`src/rtl/csr_access_unit_if.sv`:
```
// Bundles the execute-stage request, response and CSR-file access signals
// of csr_access_unit; slave is the unit side, master is the environment.
interface csr_access_unit_if;
   logic        req_valid_i;
   logic        req_ready_o;
   logic [2:0]  req_funct3_i;
   logic [11:0] req_addr_i;
   logic [31:0] req_rs1_val_i;
   logic [4:0]  req_rs1_idx_i;
   logic        resp_valid_o;
   logic        resp_ready_i;
   logic [31:0] resp_rdata_o;
   logic        resp_illegal_o;
   logic [11:0] csr_sel_o;
   logic        csr_we_o;
   logic [31:0] csr_din_o;
   logic [31:0] csr_dout_i;

   modport slave (
      input  req_valid_i, req_funct3_i, req_addr_i, req_rs1_val_i, req_rs1_idx_i,
      input  resp_ready_i, csr_dout_i,
      output req_ready_o, resp_valid_o, resp_rdata_o, resp_illegal_o,
      output csr_sel_o, csr_we_o, csr_din_o
   );

   modport master (
      output req_valid_i, req_funct3_i, req_addr_i, req_rs1_val_i, req_rs1_idx_i,
      output resp_ready_i, csr_dout_i,
      input  req_ready_o, resp_valid_o, resp_rdata_o, resp_illegal_o,
      input  csr_sel_o, csr_we_o, csr_din_o
   );
endinterface

```
`src/rtl/csr_access_unit.sv`:
```
// Sequences one CSRRW/RS/RC (register or immediate form) as read, optional
// write-back, then response carrying the old CSR value.
module csr_access_unit #(
   parameter bit CHECK_ADDR = 1'b1
) (
   input logic               clk_i,
   input logic               reset_i,
   csr_access_unit_if.slave  bus
);

   typedef enum logic [1:0] {IDLE, READ, WRITE, RESP} state_e;

   state_e      state_q, state_d;
   logic [2:0]  funct3_q, funct3_d;
   logic [11:0] addr_q, addr_d;
   logic [31:0] rs1_val_q, rs1_val_d;
   logic [4:0]  rs1_idx_q, rs1_idx_d;
   logic [31:0] old_q, old_d;
   logic        illegal_q, illegal_d;

   logic [31:0] src;
   logic [31:0] new_val;
   logic        do_write;
   logic        illegal_now;

   function automatic logic addr_listed(input logic [11:0] a);
      case (a)
         12'hC00, 12'hC01, 12'hC02, 12'hC80, 12'hC81, 12'hC82: return 1'b1;
         default:                                              return 1'b0;
      endcase
   endfunction

   // Operand and legality decode work on latched fields only.
   always_comb begin
      src         = funct3_q[2] ? {27'b0, rs1_idx_q} : rs1_val_q;
      do_write    = (funct3_q[1:0] == 2'b01) || (rs1_idx_q != 5'd0);
      illegal_now = (funct3_q[1:0] == 2'b00)
                 || (do_write && (addr_q[11:10] == 2'b11))
                 || (CHECK_ADDR && !addr_listed(addr_q));
      case (funct3_q[1:0])
         2'b01:   new_val = src;
         2'b10:   new_val = old_q | src;
         2'b11:   new_val = old_q & ~src;
         default: new_val = old_q;
      endcase
   end

   always_comb begin
      // NOTE: every signal gets a default before the case so no latch is inferred.
      state_d            = state_q;
      funct3_d           = funct3_q;
      addr_d             = addr_q;
      rs1_val_d          = rs1_val_q;
      rs1_idx_d          = rs1_idx_q;
      old_d              = old_q;
      illegal_d          = illegal_q;
      bus.req_ready_o    = 1'b0;
      bus.resp_valid_o   = 1'b0;
      bus.resp_rdata_o   = 32'd0;
      bus.resp_illegal_o = 1'b0;
      bus.csr_sel_o      = 12'd0;
      bus.csr_we_o       = 1'b0;
      bus.csr_din_o      = 32'd0;

      case (state_q)
         IDLE: begin
            bus.req_ready_o = 1'b1;
            if (bus.req_valid_i) begin
               funct3_d  = bus.req_funct3_i;
               addr_d    = bus.req_addr_i;
               rs1_val_d = bus.req_rs1_val_i;
               rs1_idx_d = bus.req_rs1_idx_i;
               state_d   = READ;
            end
         end
         READ: begin
            bus.csr_sel_o = addr_q;
            old_d         = bus.csr_dout_i;
            illegal_d     = illegal_now;
            state_d       = (do_write && !illegal_now) ? WRITE : RESP;
         end
         WRITE: begin
            bus.csr_sel_o = addr_q;
            bus.csr_we_o  = 1'b1;
            bus.csr_din_o = new_val;
            state_d       = RESP;
         end
         RESP: begin
            bus.resp_valid_o   = 1'b1;
            bus.resp_rdata_o   = illegal_q ? 32'd0 : old_q;
            bus.resp_illegal_o = illegal_q;
            if (bus.resp_ready_i) state_d = IDLE;
         end
         default: state_d = IDLE;
      endcase
   end

   // NOTE: sequential state uses non-blocking assignments only.
   always_ff @(posedge clk_i or posedge reset_i) begin
      if (reset_i) begin
         state_q   <= IDLE;
         funct3_q  <= 3'd0;
         addr_q    <= 12'd0;
         rs1_val_q <= 32'd0;
         rs1_idx_q <= 5'd0;
         old_q     <= 32'd0;
         illegal_q <= 1'b0;
      end else begin
         state_q   <= state_d;
         funct3_q  <= funct3_d;
         addr_q    <= addr_d;
         rs1_val_q <= rs1_val_d;
         rs1_idx_q <= rs1_idx_d;
         old_q     <= old_d;
         illegal_q <= illegal_d;
      end
   end

endmodule
```
`src/flat_wrapper.sv`:
```
// flat-port wrapper written by rule: the top's interface ports become plain ports
module csr_access_unit_flat 
#(
   parameter bit CHECK_ADDR = 1'b1
)
  (clk_i, reset_i, bus_req_valid_i, bus_req_funct3_i, bus_req_addr_i, bus_req_rs1_val_i, bus_req_rs1_idx_i, bus_resp_ready_i, bus_csr_dout_i, bus_req_ready_o, bus_resp_valid_o, bus_resp_rdata_o, bus_resp_illegal_o, bus_csr_sel_o, bus_csr_we_o, bus_csr_din_o);
  csr_access_unit_if bus_i ();
  input logic clk_i;
  input logic reset_i;
  input wire logic [$bits(bus_i.req_valid_i)-1:0] bus_req_valid_i;
  input wire logic [$bits(bus_i.req_funct3_i)-1:0] bus_req_funct3_i;
  input wire logic [$bits(bus_i.req_addr_i)-1:0] bus_req_addr_i;
  input wire logic [$bits(bus_i.req_rs1_val_i)-1:0] bus_req_rs1_val_i;
  input wire logic [$bits(bus_i.req_rs1_idx_i)-1:0] bus_req_rs1_idx_i;
  input wire logic [$bits(bus_i.resp_ready_i)-1:0] bus_resp_ready_i;
  input wire logic [$bits(bus_i.csr_dout_i)-1:0] bus_csr_dout_i;
  output wire logic [$bits(bus_i.req_ready_o)-1:0] bus_req_ready_o;
  output wire logic [$bits(bus_i.resp_valid_o)-1:0] bus_resp_valid_o;
  output wire logic [$bits(bus_i.resp_rdata_o)-1:0] bus_resp_rdata_o;
  output wire logic [$bits(bus_i.resp_illegal_o)-1:0] bus_resp_illegal_o;
  output wire logic [$bits(bus_i.csr_sel_o)-1:0] bus_csr_sel_o;
  output wire logic [$bits(bus_i.csr_we_o)-1:0] bus_csr_we_o;
  output wire logic [$bits(bus_i.csr_din_o)-1:0] bus_csr_din_o;
  assign bus_i.req_valid_i = bus_req_valid_i;
  assign bus_i.req_funct3_i = bus_req_funct3_i;
  assign bus_i.req_addr_i = bus_req_addr_i;
  assign bus_i.req_rs1_val_i = bus_req_rs1_val_i;
  assign bus_i.req_rs1_idx_i = bus_req_rs1_idx_i;
  assign bus_i.resp_ready_i = bus_resp_ready_i;
  assign bus_i.csr_dout_i = bus_csr_dout_i;
  assign bus_req_ready_o = bus_i.req_ready_o;
  assign bus_resp_valid_o = bus_i.resp_valid_o;
  assign bus_resp_rdata_o = bus_i.resp_rdata_o;
  assign bus_resp_illegal_o = bus_i.resp_illegal_o;
  assign bus_csr_sel_o = bus_i.csr_sel_o;
  assign bus_csr_we_o = bus_i.csr_we_o;
  assign bus_csr_din_o = bus_i.csr_din_o;
  csr_access_unit #(.CHECK_ADDR(CHECK_ADDR)) u_core (.clk_i(clk_i), .reset_i(reset_i), .bus(bus_i));
endmodule
```
`config.mk`:
```
export PLATFORM = sky130hd
export DESIGN_NAME = csr_access_unit_flat
export DESIGN_NICKNAME = d
export VERILOG_FILES = /design/src/rtl/csr_access_unit_if.sv /design/src/rtl/csr_access_unit.sv /design/src/flat_wrapper.sv
export SDC_FILE = /design/constraint.sdc
export NUM_CORES = 1
export LEC_CHECK = 0
export ABC_CLOCK_PERIOD_IN_PS = 10100
export CAP_MARGIN = 20
export CORE_MARGIN = 2
export CORE_UTILIZATION = 30
export DETAILED_ROUTE_END_ITERATION = 12
export GPL_TIMING_DRIVEN = 0
export MAX_ROUTING_LAYER = met4
export SLEW_MARGIN = 25
export SYNTH_ARGS = -nofsm -noshare
export SYNTH_HDL_FRONTEND = slang
export SYNTH_SLANG_ARGS = --single-unit
```
`constraint.sdc`:
```
create_clock -name clk_i -period 10.1 [get_ports clk_i]
set_input_delay 3.03 -clock clk_i [delete_from_list [all_inputs] [get_ports clk_i]]
set_output_delay 3.03 -clock clk_i [all_outputs]
set_load 0.05 [all_outputs]
```
* Yosys cells after proc, flatten, opt, wreduce, memory -nomap -nowiden
Cells that the tools add are included.
Storage, ports and cells: bits in registers 87, output and inout port bits 80, input port bits 88, word-level logic and storage cells 54
Operators by class: equality and inequality tests 15, bitwise operators 3, muxes and demuxes 15, reductions and logical operators 14
Operator list (count):
- 32-bit 2-to-1 mux | 4
- 32-bit one-hot mux with 3 select lines | 1
- 12-bit == test (second input constant) | 6
- 32-bit AND | 1
- 32-bit NOT | 1
- 32-bit bitwise OR | 1
- 12-bit 2-to-1 mux | 1
- 2-bit == test (second input constant) | 5
- 2-bit one-hot mux with 4 select lines | 1
- 1-bit 2-to-1 mux | 6
- 6-bit OR reduction | 1
- 5-bit nonzero test | 1
- 2-bit by 1-bit == test with 1-bit output (second input constant) | 2
- 2-bit zero test | 2
- 2-bit 2-to-1 mux | 2
- 2-bit inequality test (second input constant) | 2
- 2-bit AND reduction | 2
- 1-bit logical OR | 3
- 1-bit logical AND | 2
- 1-bit zero test | 2
- 2-bit OR reduction | 1

* Logic depth before layout (Yosys ltp)
Gate-level depths: netlist (run 1).
word-level depth 9, mapped depth 6, depth with buffers taken out 5

* Least setup slack after synthesis (run 1)
Ideal clock, no wire load.
kind reg-to-output, from register u_core.state_q[0], to output port bus_csr_din_o[26], data required time 7.070 ns, path slack 4.997 ns, cell stages (with the launch flop) 5, buffers on the path 1, arrival time 2.073 ns, cell sequence dfrtp_1 inv_1 ha_1 clkbuf_1 nor2b_1
On the way: word-level cells in the longest chain between the ends 2
RTL lines:
- from (decl) | RTL line csr_access_unit.sv:13 | state_e state_q, state_d;
- from (signal assigned) | RTL line csr_access_unit.sv:109 | state_q <= state_d;
- 2-bit == test | RTL line csr_access_unit.sv:65 | case (state_q)
- 32-bit 2-to-1 mux | RTL line csr_access_unit.sv:65
- to (decl) | RTL line flat_wrapper.sv:23 | output wire logic [$bits(bus_i.csr_din_o)-1:0] bus_csr_din_o;
Every way passes these cells.

* Final worst setup path (run 1)
from register u_core.state_q[0], to output port bus_resp_rdata_o[5]
On the way: word-level cells in the longest chain between the ends 2
RTL lines:
- 2-bit == test | RTL line csr_access_unit.sv:65
- 32-bit 2-to-1 mux | RTL line csr_access_unit.sv:65
- to (decl) | RTL line flat_wrapper.sv:19 | output wire logic [$bits(bus_i.resp_rdata_o)-1:0] bus_resp_rdata_o;
Every way passes these cells.

==> impl_metrics.json, run 1 <==
{
  "grt_antenna_before_repair": 0,
  "cts_tree": "built",
  "power.leakage_nw": 3.05,
  "fin_skew_ns": 0.00479,
  "setup_viol": 0,
  "rsz0062_at_grt": "no",
  "post_cts_buffers": 0,
  "ant_nets": 0,
  "final_cell_mix": "clkdlybuf4s50_1 (167), dfrtp_1 (87), mux2_1 (53), and2_1 (45), nand2_1 (40)",
  "drt_wl_total_um": 15600,
  "clock_sinks": 87,
  "area_growth_pct": 47.0,
  "worst_pin_slew_ns": 0.654,
  "r2r_end": "u_core.rs1_val_q[26]",
  "worstSetupPathType": "reg -> out",
  "maxCapViolations": 0,
  "layout.nets": 752,
  "r2r_slack_ns": 8.21,
  "drcViolationCount": 0,
  "rr_worst_depth": 5,
  "dr.pass1.iters": 7,
  "die_w_um": 132,
  "drt_iter0_drc": 268,
  "rows": 46,
  "ctsResizeCount": 0,
  "grt_overflow": 0,
  "crit_path_end_kind": "output pin",
  "period_minus_slack_ns": 5.93,
  "drt-wirelength-per-cell_um": 17.7,
  "clockRootBuffer": "clkbuf_16",
  "synth.yosys.seq_area_share_pct": 44.6,
  "die_h_um": 132,
  "final_max_slew_viol_count": 0,
  "htreeDepth": 3,
  "gr-usage-all-layers_pct": 18.8,
  "power_mw": 2.44,
  "period_share_pct": 58.7,
  "ys_ff_latch": 87,
  "cts_buffers": 9,
  "crit_arrival_ns": 2.90,
  "final_common_cell": "clkdlybuf4s50_1",
  "netlist_area_um2": 4890,
  "netlist-cell-type-count": 31,
  "hold_end": "u_core.rs1_val_q[30]",
  "grt_pass1_vias": 4678,
  "dpl.hpwl_um": 11500,
  "async_flop_share_pct": 100,
  "status": "finished clean",
  "hold_violations": 0,
  "fmaxAchievable_ghz": 0.169,
  "clk_latency_ns": 0.35,
  "powerDensity_nw_per_um2": 340,
  "start_util_pct": 30.8,
  "place_congestion": 0.811,
  "dpl.cell_count": 865,
  "ir_worst_vdd_mv": 0.250,
  "synth-edff-count": 0,
  "core_um2": 15900,
  "clkSlewWorstSetupHoldPaths_ns": 0.07,
  "critPathRequiredTime_ns": 7.07,
  "ios": 168,
  "via_per_inst": 4.86,
  "min_from": "u_core.rs1_val_q[30]",
  "startpoint_type": "flip-flop",
  "avgSynthCellArea_um2": 10.2,
  "setup_total_negative_slack_ns": 0,
  "reg2reg_from": "u_core.state_q[0]",
  "crit_path_max_fanout": 10,
  "grt_max_degree": 51,
  "n_antenna_cell": 0,
  "grt_pass1_wl_um": 24700,
  "hold_ws_ns": 0.488,
  "synthFlopType": "dfrtp_1",
  "min_path_type": "reg -> reg",
  "max-slew-margin-rel_pct": 56.4,
  "yosysWarningCount": 0,
  "via_count": 4285,
  "drive_gt1_share_pct": 6.17,
  "io_buffers": 167,
  "stdcell_count": 881,
  "die-area_um2": 17300,
  "synth_cells": 481,
  "cts_buffer_depth": 2,
  "syn_nets": 573,
  "worstHoldPathCells": 1,
  "cts_hold_buf": 0
}
## per-stage QoR
| step | area, µm² | util (%) | worst slack, ns |
|---|---|---|---|
| after floorplan | 4890 | - | 4.82 |
| after global placement | 6830 | 43.0 | 3.33 |
| after detailed placement | 6860 | 43.2 | 4.56 |
| after CTS | 7180 | 45.2 | 4.15 |
| after global routing | 7180 | 45.2 | 4.04 |
| final | 7180 | 45.2 | 4.17 |
## cell families after synthesis
kind of cell    Yosys count  share of synthesized area (%)
simple gates            154                           17.6
flops                    87                           44.6
mux                      84                           18.6
compound gates           80                           11.4
buf+inv                  71                           6.66
fa+ha+maj                 4                           1.02
xor+xnor                  1                          0.179
## report_power, final
group	leakage (nW)	switching, mW	internal (mW)
registers	1.04	0.135	0.527
logic	1.87	0.857	0.560
clock network	0.148	0.147	0.217
total	3.05	1.14	1.30
## state kept, by name (all words and copies together), names as in the netlist
name,flops
u_core.old_q,32
u_core.rs1_val_q,32
u_core.addr_q,12
u_core.rs1_idx_q,5
u_core.funct3_q,3
u_core.state_q,2
u_core.illegal_q,1
## area by class of cell
cell class	instances	area [µm²]
clock inverter	7	96.3
buffer	34	186
multi-input combinational	323	2380
fill	1527	8700
tap	216	270
clock buffer	9	225
sequential	87	2180
inverter	37	144
timing repair buffer	168	1700
## cell usage after synthesis (2+ instances only)
cell type / number / area (µm²)
dfrtp_1: 87 / 2180
mux2_1: 53 / 597
and2_1: 45 / 282
nand2_1: 40 / 150
o21ai_1: 37 / 185
inv_1: 36 / 135
mux2i_1: 31 / 310
nor2b_1: 30 / 188
a222oi_1: 26 / 260
nand2b_1: 26 / 163
buf_2: 11 / 55.1
clkbuf_1: 9 / 33.8
a21oi_1: 7 / 35.0
nor2_1: 7 / 26.3
buf_1: 6 / 22.5
o22ai_1: 5 / 31.3
buf_4: 4 / 30.0
buf_6: 4 / 45.0
ha_1: 4 / 50.1
nor4_1: 2 / 12.5
## worst max-delay path, stage by stage, from the launching register on
cell             delay (ns)
dfrtp_1                0.43
ha_1                   0.25
nor2b_1                0.38
clkbuf_1               0.42
and2_1                 0.21
clkdlybuf4s50_1        0.86
## worst max path at each step
stage                      startpoint                  end  slack [ns]  cells past startpoint
floorplan                     reset_i     u_core.addr_q[0]        4.82                      1
global placement              reset_i      u_core.old_q[2]        3.33                      2
detailed placement  u_core.state_q[0]  bus_resp_rdata_o[5]        4.56                      5
CTS                 u_core.state_q[0]  bus_resp_rdata_o[5]        4.15                      5
global route        u_core.state_q[0]  bus_resp_rdata_o[5]        4.04                      5
finish              u_core.state_q[0]  bus_resp_rdata_o[5]        4.17                      5
## metal layers
layer / global-route usage (%) / wire [µm]
met5: - / 0
met2: 30.7 / 7520
met3: 5.71 / 1090
met1: 21.8 / 6600
met4: 6.88 / 350
Note: power is estimated with default switching activity, not from simulation.
==> inputs of run 2 (changes only) <==
--- a/config.mk
+++ b/config.mk
@@ -5,7 +5,7 @@
 export SDC_FILE = /design/constraint.sdc
 export NUM_CORES = 1
 export LEC_CHECK = 0
-export ABC_CLOCK_PERIOD_IN_PS = 10100
+export ABC_CLOCK_PERIOD_IN_PS = 5000
 export CAP_MARGIN = 20
 export CORE_MARGIN = 2
 export CORE_UTILIZATION = 30
==> constraint.sdc (replaced) <==
create_clock -name clk_i -period 5 [get_ports clk_i]
set_input_delay 1.5 -clock clk_i [delete_from_list [all_inputs] [get_ports clk_i]]
set_output_delay 1.5 -clock clk_i [all_outputs]
set_load 0.05 [all_outputs]
==> results of run 2 <==
Same layout as run 1 (identical final DEF). Status: finished clean.
Main changes from that run: setup slack after placement 4.56 ns -> 0.990 ns; setup slack after layout 4.17 ns -> 0.605 ns; register-to-register setup slack 8.21 ns -> 3.11 ns; total power 2.44 mW -> 4.93 mW; worst IR drop on VDD 0.250 mV -> 0.506 mV
